<file path="config.mk">
export PLATFORM = sky130hd
export DESIGN_NAME = mci_boot_seqr_multi
export DESIGN_NICKNAME = d
export VERILOG_FILES = /design/src/rtl/mci_pkg.sv /design/src/rtl/mci_boot_init_chain.sv /design/src/rtl/mci_boot_seqr_multi.sv
export SDC_FILE = /design/constraint.sdc
export NUM_CORES = 1
export LEC_CHECK = 0
export ABC_AREA = 1
export CORE_MARGIN = 3
export CORE_UTILIZATION = 48
export CTS_BUF_LIST = sky130_fd_sc_hd__clkbuf_8
export CTS_CLUSTER_DIAMETER = 60
export DETAILED_ROUTE_END_ITERATION = 7
export GPL_TIMING_DRIVEN = 0
export PLACE_DENSITY_LB_ADDON = 0.25
export SETUP_SLACK_MARGIN = 0.4
export SLEW_MARGIN = 10
export SYNTH_ARGS = -nofsm -noshare
export SYNTH_HDL_FRONTEND = slang
export SYNTH_SLANG_ARGS = --single-unit
</file>
<file path="constraint.sdc">
create_clock -name clk -period 3.5 [get_ports clk]
set_input_delay 0.35 -clock clk [delete_from_list [all_inputs] [get_ports clk]]
set_output_delay 0.35 -clock clk [all_outputs]
set_load 0.005 [all_outputs]
</file>
<file path="src/rtl/mci_pkg.sv">
// Shared types for the MCI boot sequencer: FSM state encoding and stage limits.
package mci_pkg;

   localparam int unsigned MCI_BOOT_MAX_INIT_STAGES = 8;

   typedef enum logic [3:0] {
      BOOT_IDLE             = 4'd0,
      BOOT_INIT             = 4'd1,
      BOOT_BREAKPOINT       = 4'd2,
      BOOT_MCU              = 4'd3,
      BOOT_WAIT_CLPA_GO     = 4'd4,
      BOOT_CPTRA            = 4'd5,
      BOOT_WAIT_MCU_RST_REQ = 4'd6,
      BOOT_RST_MCU          = 4'd7,
      BOOT_ERROR            = 4'd8,
      BOOT_UNKNOWN          = 4'd9
   } mci_boot_multi_fsm_state_e;

endpackage

</file>
<file path="src/rtl/mci_boot_init_chain.sv">
// Ordered init/done handshake chain: one stage active at a time, each with an
// optional done timeout; reports chain completion and timeout to the boot FSM.
module mci_boot_init_chain
   import mci_pkg::*;
#(
   parameter int unsigned  NUM_INIT_STAGES     = 2,
   parameter int unsigned  INIT_TIMEOUT_CYCLES = 4096,
   localparam int unsigned IDX_W               = $clog2(NUM_INIT_STAGES + 1)
) (
   input  logic                       clk,
   input  logic                       mci_rst_b,
   input  mci_boot_multi_fsm_state_e  fsm,
   input  logic [NUM_INIT_STAGES-1:0] stage_done,
   output logic [NUM_INIT_STAGES-1:0] stage_init,
   output logic [IDX_W-1:0]           cur_stage,
   output logic                       chain_done,
   output logic                       chain_timeout
);

   localparam int unsigned TO_W = (INIT_TIMEOUT_CYCLES > 0) ? $clog2(INIT_TIMEOUT_CYCLES + 1) : 1;
   localparam logic [TO_W-1:0]  TO_MAX = TO_W'(INIT_TIMEOUT_CYCLES);
   localparam logic [IDX_W-1:0] LAST   = IDX_W'(NUM_INIT_STAGES - 1);

   logic [NUM_INIT_STAGES-1:0] done_meta;
   logic [NUM_INIT_STAGES-1:0] done_sync;
   logic [NUM_INIT_STAGES-1:0] next_init;
   logic [TO_W-1:0]            to_cnt;
   logic                       active;
   logic                       cur_done;
   logic                       is_last;
   logic                       to_hit;

   // NOTE: sequential state uses non-blocking assignments so every flop samples pre-edge values.
   always_ff @(posedge clk or negedge mci_rst_b) begin
      if (!mci_rst_b) begin
         done_meta <= '0;
         done_sync <= '0;
      end else begin
         done_meta <= stage_done;
         done_sync <= done_meta;
      end
   end

   // Only the active stage's done is looked at; the others are masked out.
   assign cur_done      = |(done_sync & (NUM_INIT_STAGES'(1) << cur_stage));
   assign next_init     = NUM_INIT_STAGES'(1) << (cur_stage + IDX_W'(1));
   assign active        = (fsm == BOOT_INIT);
   assign is_last       = (cur_stage == LAST);
   assign to_hit        = (INIT_TIMEOUT_CYCLES != 0) && (to_cnt == TO_MAX);
   assign chain_done    = active && cur_done && is_last;
   assign chain_timeout = active && to_hit && !cur_done;

   always_ff @(posedge clk or negedge mci_rst_b) begin
      if (!mci_rst_b) begin
         stage_init <= '0;
         cur_stage  <= '0;
         to_cnt     <= '0;
      end else if (fsm == BOOT_IDLE) begin
         stage_init <= stage_init | NUM_INIT_STAGES'(1);
         cur_stage  <= '0;
         to_cnt     <= '0;
      end else if (active) begin
         if (cur_done && !is_last) begin
            stage_init <= stage_init | next_init;
            cur_stage  <= cur_stage + IDX_W'(1);
            to_cnt     <= '0;
         end else if (!cur_done && (to_cnt != TO_MAX)) begin
            to_cnt <= to_cnt + TO_W'(1);
         end
      end
   end

endmodule

</file>
<file path="src/rtl/mci_boot_seqr_multi.sv">
// MCI boot sequencer: runs the init chain, honours the breakpoint, releases
// MCU and Caliptra, then services MCU reset requests with a minimum pulse.
module mci_boot_seqr_multi
   import mci_pkg::*;
#(
   parameter int unsigned  NUM_INIT_STAGES     = 2,
   parameter int unsigned  INIT_TIMEOUT_CYCLES = 4096,
   parameter int unsigned  MIN_MCU_RST_CYCLES  = 15,
   parameter int unsigned  RST_CNT_WIDTH       = 8,
   localparam int unsigned IDX_W               = $clog2(NUM_INIT_STAGES + 1)
) (
   input  logic                       clk,
   input  logic                       mci_rst_b,
   input  logic                       scan_mode,
   input  logic [NUM_INIT_STAGES-1:0] stage_done,
   output logic [NUM_INIT_STAGES-1:0] stage_init,
   input  logic                       mci_boot_seq_brkpoint,
   input  logic                       caliptra_boot_go,
   input  logic                       mcu_rst_req,
   input  logic                       mcu_sram_fw_exec_region_lock,
   output logic                       mcu_rst_b,
   output logic                       cptra_rst_b,
   output logic                       fw_boot_upd_reset,
   output logic                       fw_hitless_upd_reset,
   output logic                       mcu_reset_once,
   output logic [RST_CNT_WIDTH-1:0]   mcu_rst_req_count,
   output mci_boot_multi_fsm_state_e  boot_fsm,
   output logic [IDX_W-1:0]           cur_stage,
   output logic                       init_timeout_err,
   output logic [IDX_W-1:0]           err_stage
);

   localparam int unsigned     RC_W   = $clog2(MIN_MCU_RST_CYCLES + 1);
   localparam logic [RC_W-1:0] RC_MAX = RC_W'(MIN_MCU_RST_CYCLES);

   mci_boot_multi_fsm_state_e state_q;
   logic                      brk_meta;
   logic                      brk_sync;
   logic                      mcu_rst_q;
   logic                      cptra_rst_q;
   logic                      from_rst_q;
   logic [RC_W-1:0]           rst_cnt_q;
   logic                      chain_done;
   logic                      chain_timeout;

   mci_boot_init_chain #(
      .NUM_INIT_STAGES     (NUM_INIT_STAGES),
      .INIT_TIMEOUT_CYCLES (INIT_TIMEOUT_CYCLES)
   ) u_init_chain (
      .clk           (clk),
      .mci_rst_b     (mci_rst_b),
      .fsm           (state_q),
      .stage_done    (stage_done),
      .stage_init    (stage_init),
      .cur_stage     (cur_stage),
      .chain_done    (chain_done),
      .chain_timeout (chain_timeout)
   );

   always_ff @(posedge clk or negedge mci_rst_b) begin
      if (!mci_rst_b) begin
         brk_meta <= 1'b0;
         brk_sync <= 1'b0;
      end else begin
         brk_meta <= mci_boot_seq_brkpoint;
         brk_sync <= brk_meta;
      end
   end

   // Resets are released on the edge entering their release state, so the MCU
   // reset pulse spans exactly the BOOT_RST_MCU residency.
   always_ff @(posedge clk or negedge mci_rst_b) begin
      if (!mci_rst_b) begin
         state_q              <= BOOT_IDLE;
         mcu_rst_q            <= 1'b0;
         cptra_rst_q          <= 1'b0;
         from_rst_q           <= 1'b0;
         rst_cnt_q            <= '0;
         fw_boot_upd_reset    <= 1'b0;
         fw_hitless_upd_reset <= 1'b0;
         mcu_reset_once       <= 1'b0;
         mcu_rst_req_count    <= '0;
         init_timeout_err     <= 1'b0;
         err_stage            <= '0;
      end else begin
         case (state_q)
            BOOT_IDLE: state_q <= BOOT_INIT;
            BOOT_INIT: begin
               if (chain_done) begin
                  state_q <= BOOT_BREAKPOINT;
               end else if (chain_timeout) begin
                  state_q          <= BOOT_ERROR;
                  init_timeout_err <= 1'b1;
                  err_stage        <= cur_stage;
               end
            end
            BOOT_BREAKPOINT: begin
               if (!brk_sync) begin
                  state_q   <= BOOT_MCU;
                  mcu_rst_q <= 1'b1;
               end
            end
            BOOT_MCU: begin
               state_q    <= from_rst_q ? BOOT_WAIT_MCU_RST_REQ : BOOT_WAIT_CLPA_GO;
               from_rst_q <= 1'b0;
            end
            BOOT_WAIT_CLPA_GO: begin
               if (caliptra_boot_go) begin
                  state_q     <= BOOT_CPTRA;
                  cptra_rst_q <= 1'b1;
               end
            end
            BOOT_CPTRA: state_q <= BOOT_WAIT_MCU_RST_REQ;
            BOOT_WAIT_MCU_RST_REQ: begin
               if (mcu_rst_req) begin
                  state_q              <= BOOT_RST_MCU;
                  mcu_rst_q            <= 1'b0;
                  rst_cnt_q            <= '0;
                  fw_boot_upd_reset    <= !mcu_reset_once;
                  fw_hitless_upd_reset <= mcu_reset_once;
                  mcu_reset_once       <= 1'b1;
                  if (mcu_rst_req_count != '1)
                     mcu_rst_req_count <= mcu_rst_req_count + RST_CNT_WIDTH'(1);
               end
            end
            BOOT_RST_MCU: begin
               if (rst_cnt_q != RC_MAX) begin
                  rst_cnt_q <= rst_cnt_q + RC_W'(1);
               end else if (mcu_sram_fw_exec_region_lock) begin
                  state_q    <= BOOT_MCU;
                  mcu_rst_q  <= 1'b1;
                  from_rst_q <= 1'b1;
               end
            end
            BOOT_ERROR:   state_q <= BOOT_ERROR;
            BOOT_UNKNOWN: state_q <= BOOT_UNKNOWN;
            default:      state_q <= BOOT_UNKNOWN;
         endcase
      end
   end

   assign boot_fsm    = state_q;
   assign mcu_rst_b   = scan_mode ? mci_rst_b : mcu_rst_q;
   assign cptra_rst_b = scan_mode ? mci_rst_b : cptra_rst_q;

endmodule

</file>
# [Word level (Yosys, flattened, before mapping)]
# Index checks and enable logic that the tools add are counted.
[totals] regBits=48 inputBits=9
[classes] addsub=4 n_eq_ne=20 shift=2 muxes=30 bitwise_logic=4 n_reduce_logical=28
[ops] operator="$mux 13" count=4
[ops] operator="$mux 4" count=9
[ops] operator="$pmux 4 s9" count=1
[ops] operator="$eq 4x3->1 const B" count=4
[ops] operator="$reduce_and 3->1" count=5
[ops] operator="$add 13x1->13 const B" count=1
[ops] operator="$eq 13x13->1 const B" count=1
[ops] operator="$ne 13x13->1 const B" count=1
[ops] operator="$ne 2x2->1 const B" count=6
[ops] operator="$mux 1" count=9
[ops] operator="$add 8x1->8 const B" count=1
[ops] operator="$eq 4x2->1 const B" count=2
[ops] operator="$mux 2" count=4
[ops] operator="$ne 8x8->1 const B" count=1
[ops] operator="$pmux 4 s2" count=1
[ops] operator="$reduce_and 2->1" count=4
[ops] operator="$reduce_bool 2->1" count=4
[ops] operator="$logic_and 1x1->1" count=6
[ops] operator="$reduce_and 6->1" count=1
[ops] operator="$reduce_bool 3->1" count=2
[ops] operator="$reduce_and 5->1" count=1
[ops] operator="$add 4x1->4 const B" count=1
[ops] operator="$eq 4x1->1 const B" count=1
[ops] operator="$eq 4x4->1 const B" count=1
[ops] operator="13 further kinds" count=17

# [Logic depth before layout (Yosys ltp)]
[depth] ltp_word=9 ltp_mapped=11 depth_no_buf=11

# [Hierarchy]
# From an unflattened synthesis, not the netlist that was laid out.
[hier_totals] cells_unflattened=349 area_unflattened_um2=2782.7
[modules_own_cells] mod="mci_boot_init_chain" instances=1 cells_each=185 area_per_inst_um2=1405.1 seq_area_each_um2=525.5
[modules_own_cells] mod="mci_boot_seqr_multi" instances=1 cells_each=164 area_per_inst_um2=1377.6 seq_area_each_um2=675.6

# [Worst setup path before layout]
# OpenSTA, ideal clock, no wires.
[synth_timing] path_type="reg-to-reg" start="register u_init_chain.cur_stage[0]" end="register u_init_chain.to_cnt[1]" arrival_ns=1.533 required_ns=3.426 slack_ns=1.893 path_stages_with_launch=12 n_path_buf=1 path_cell_list="dfrtp_1 inv_1 ha_1 nand2_1 nor2_2 inv_1 nand2_2 nand2_4 nand2_4 buf_6 nand3_1 o21ai_2"
[synth_via] elab_chain_len=7 word_cells_on_any_way=13 classes_between="1 x eq/ne; 1 x shift; 3 x mux; 1 x bitwise; 7 x reduce/logical"
[synth_lines] item="from (decl)" line="mci_boot_init_chain.sv:15" rtl="output logic [IDX_W-1:0] cur_stage,"
[synth_lines] item="from (signal assigned)" line="mci_boot_init_chain.sv:65" rtl="cur_stage <= cur_stage + IDX_W'(1);"
[synth_lines] item="$shl 1x2->2" line="mci_boot_init_chain.sv:45" rtl="assign cur_done = |(done_sync & (NUM_INIT_STAGES'(1) << cur_stage));"
[synth_lines] item="$and 2x2->2" line="mci_boot_init_chain.sv:45"
[synth_lines] item="$reduce_or 2->1" line="mci_boot_init_chain.sv:45"
[synth_lines] item="$logic_and 1x1->1 / $logic_not 1->1 (equally long branches)" line="mci_boot_init_chain.sv:63, mci_boot_init_chain.sv:67"
[synth_lines] item="$mux 13 / $logic_and 1x1->1 (equally long branches)" line="mci_boot_init_chain.sv:63, mci_boot_init_chain.sv:67"
[synth_lines] item="$mux 13 / $reduce_bool 3->1 (equally long branches)"
[synth_lines] item="$mux 13 / $reduce_and 2->1 (equally long branches)"
[synth_lines] item="to (signal assigned)" line="mci_boot_init_chain.sv:68" rtl="to_cnt <= to_cnt + TO_W'(1);"
[synth_lines] item="to (decl)" line="mci_boot_init_chain.sv:27" rtl="logic [TO_W-1:0] to_cnt;"
# Several ways; a longest one is shown, not always the timed one. The select of a mux whose other input is x is not followed.
# A chain may end at the register's enable or synchronous reset.

# [Worst setup path after layout]
[layout_timing] start="input mci_rst_b" end="output mcu_rst_b"
[layout_via] elab_chain_len=1
[layout_lines] item="from (decl)" line="mci_boot_seqr_multi.sv:13" rtl="input logic mci_rst_b,"
[layout_lines] item="$mux 1" line="mci_boot_seqr_multi.sv:143" rtl="assign mcu_rst_b = scan_mode ? mci_rst_b : mcu_rst_q;"
[layout_lines] item="to (decl)" line="mci_boot_seqr_multi.sv:21" rtl="output logic mcu_rst_b,"
# Every way passes these cells.

==> impl_metrics.yaml <==
status:
  status: "finished, violations left"
  violations: "negative hold slack"
clock_network:
  clk_pin_slew_ns: 0.09
  cts.path.max_buffers: 2
  cts_tree: "built"
  clock_sinks: 48
  numCtsBuffers: 5
  clkLatencyLatePin_ns: 0.30
  h-tree-depth: 2
  root_buffer: "clkbuf_8"
  post_cts_buffers: 0
  hold_buffers: 0
  cts-resized-gates: 0
cells_and_area:
  area_growth_pct: 21.54
  antenna_cells: 0
  nets: 367
  drive_gt1_frac: 0.1054
  layout_commonest_cell: "nand2_1"
  final_cell_mix: "nand2_1, dfrtp_1, clkdlybuf4s50_1"
  postLayoutCoreUtil: 0.6296
sta:
  min_period_over_period: 0.5862
  worst_pin_slew_ns: 0.4694
  relSlewSlack: 0.6871
  hold_violations: 4
  setup_tns_ns: 0
  max_freq_ghz: 0.4874
  finalSetupViolCount: 0
  fin_skew_ns: 0.006128
  period_needed_ns: 2.052
  holdWs_ns: -0.004556
  rsz0062_at_grt: "no"
  drv_slew: 0
min_path:
  hold_class: "input pin to asynchronous set/reset pin"
grt:
  grt_pass1_wl_um: 9032
  grt_pass1_vias: 1948
  overflow: 0
  track_usage: 0.1832
  grt_max_degree: 31
  antenna_found_initial: 0
die:
  die_y_um: 78.80
  dieArea_um2: 6209
  io_pins: 33
  coreArea_um2: 4911
  row_count: 25
  initial_core_util: 0.5180
  die_w_um: 78.80
critical_path:
  cp.required_ns: 3.15
  crit_chain: "buf_2, buf_12, nand2_1, o21ai_0, clkdlybuf4s50_1"
  end_kind: "output pin"
  max_stage_delay_ns: 0.53
  arrival_ns: 1.70
  critical_path.top_delay_family: "buffers and inverters"
  worstSetupStartpoint: "mci_rst_b"
  crit_type: "input pin to output pin"
  reg2reg_depth: 11
  slowest_stage: "clkdlybuf4s50_1"
  r2r_start: "u_init_chain.cur_stage[0]"
  cp_num_buf_inv: 3
  rrSetupSlack_ns: 1.55
  cp-start-kind: "input pin"
  crit_fanout: 30
  rr_endpoint: "u_init_chain.to_cnt[4]"
power_and_ir_drop:
  switchingPower_mw: 0.8042
  sequentialPowerShare: 0.373
  power.density_nw_per_um2: 672.0
  p_sw_frac: 0.3871
  p_leak_nw: 1.492
  combPwrFrac: 0.405
  power_mw: 2.078
  intPower_mw: 1.273
  pwr-share-clk: 0.222
  ir_drop_mv: 0.3178
routing:
  dr.pass1.iters: 4
  vias_per_cell: 5.103
  vias: 2133
  route.detailed.drc: 0
  wl_um: 5215
  dr.first_iter.drc_count: 139
  wl_per_cell_um: 12.48
  ant_nets: 0
synthesis:
  syn_avg_cell_area_um2: 8.179
  synth_edf_count: 0
  synth-seq-cells: 48
  synth_area_um2: 2544
  synth_cell_types: 32
  async_flop_share: 1.000
  yosysSeqAreaShare: 0.4722
  syn-num-nets: 327
  synth-main-ff-cell: "dfrtp_1"
  synthCells: 311
  synth_warnings: 0
placement:
  placement.io_buffers: 32
  dp_hpwl_um: 3977
  gp_congestion: 0.8365
job:
  maxCapViolations: 0
[per-stage QoR]
step	area, µm²	setup slack, ns	std cells
4_1_cts	3092	1.376	418
6_report	3092	1.448	418
3_5_place_dp	2963	1.375	411
2_1_floorplan	2544	1.893	311
5_1_grt	3092	1.256	418
3_3_place_gp	2948	-0.1107	410
[state kept, by name (all words and copies together), names as in the netlist]
name / flops
init_timeout_err: 1
fw_hitless_upd_reset: 1
rst_cnt_q: 4
mcu_rst_req_count: 8
u_init_chain.done_meta: 2
mcu_reset_once: 1
brk_meta: 1
u_init_chain.done_sync: 2
err_stage: 2
u_init_chain.stage_init: 2
boot_fsm: 4
mcu_rst_q: 1
brk_sync: 1
from_rst_q: 1
fw_boot_upd_reset: 1
cptra_rst_q: 1
u_init_chain.to_cnt: 13
u_init_chain.cur_stage: 2
[layout make-up]
type | instances | area, µm²
Multi-Input combinational cell | 227 | 1195
Tap cell | 67 | 83.83
Buffer | 2 | 16.27
Clock buffer | 5 | 68.82
Timing Repair Buffer | 33 | 335.3
Clock inverter | 2 | 60.06
Inverter | 34 | 131.4
Fill cell | 442 | 1819
Sequential cell | 48 | 1201
[worst max path at each step]
stage | to | slack (ns) | cells after the start
after floorplan | u_init_chain.to_cnt[1] | 1.89 | 11
after global placement | mcu_rst_b | -0.11 | 4
after detailed placement | mcu_rst_b | 1.38 | 5
after CTS | mcu_rst_b | 1.38 | 5
after global routing | mcu_rst_b | 1.26 | 5
final | mcu_rst_b | 1.45 | 5
[synthesized netlist by cell type (2+ instances only)]
cell type	instances	area (µm²)
a21oi_1	8	40.04
dfrtp_1	48	1201
ha_1	7	87.58
inv_1	26	97.59
inv_2	6	22.52
nand2_1	91	341.6
nand2_2	4	25.02
nand2_4	4	45.04
nand3_1	24	120.1
nand4_1	11	68.82
nor2_1	27	101.4
nor2_2	4	25.02
nor2_4	2	22.52
nor3_1	4	20.02
o21a_1	2	15.01
o21ai_0	12	60.06
o21ai_1	5	25.02
o21ai_2	2	17.52
o21bai_1	3	22.52
xnor2_1	3	26.28
xor2_1	7	61.31
[cell families (layout without fill, tap and decap cells)]
family                   after synthesis  after routing  share of synthesized area
adder cells (fa/ha/maj)                7              7                    0.03443
flip-flops                            48             48                     0.4722
XOR/XNOR                              10             10                    0.03443
buffers and inverters                 36             76                    0.05804
AO/OA/AOI/OAI                         37             37                    0.08707
AND/OR/NAND/NOR                      173            173                     0.3138
[power groups by stage]
stage,clock [mW],combinational [mW],sequential (mW)
floorplan,0,0.568,0.761
global placement,0,0.824,0.780
detailed placement,0,0.851,0.783
CTS,0.468,0.853,0.774
global route,0.493,0.957,0.795
finish,0.461,0.842,0.774
[worst register-to-register path, delay by kind of cell, from the launching register on]
kind            cells  cell delay [ns]
compound gates      1             0.08
simple gates        6             0.77
flops               1             0.44
fa+ha+maj           1             0.15
buf+inv             3             0.44
[per-layer routing]
layer	share of wire	track usage	routed length, µm
met1	0.48	0.2520	2480
met2	0.47	0.2869	2466
met3	0.041	0.04535	215
met4	0.010	0.05420	52
met5	0	0	0
No activity file was read; power rests on OpenSTA's default activity.
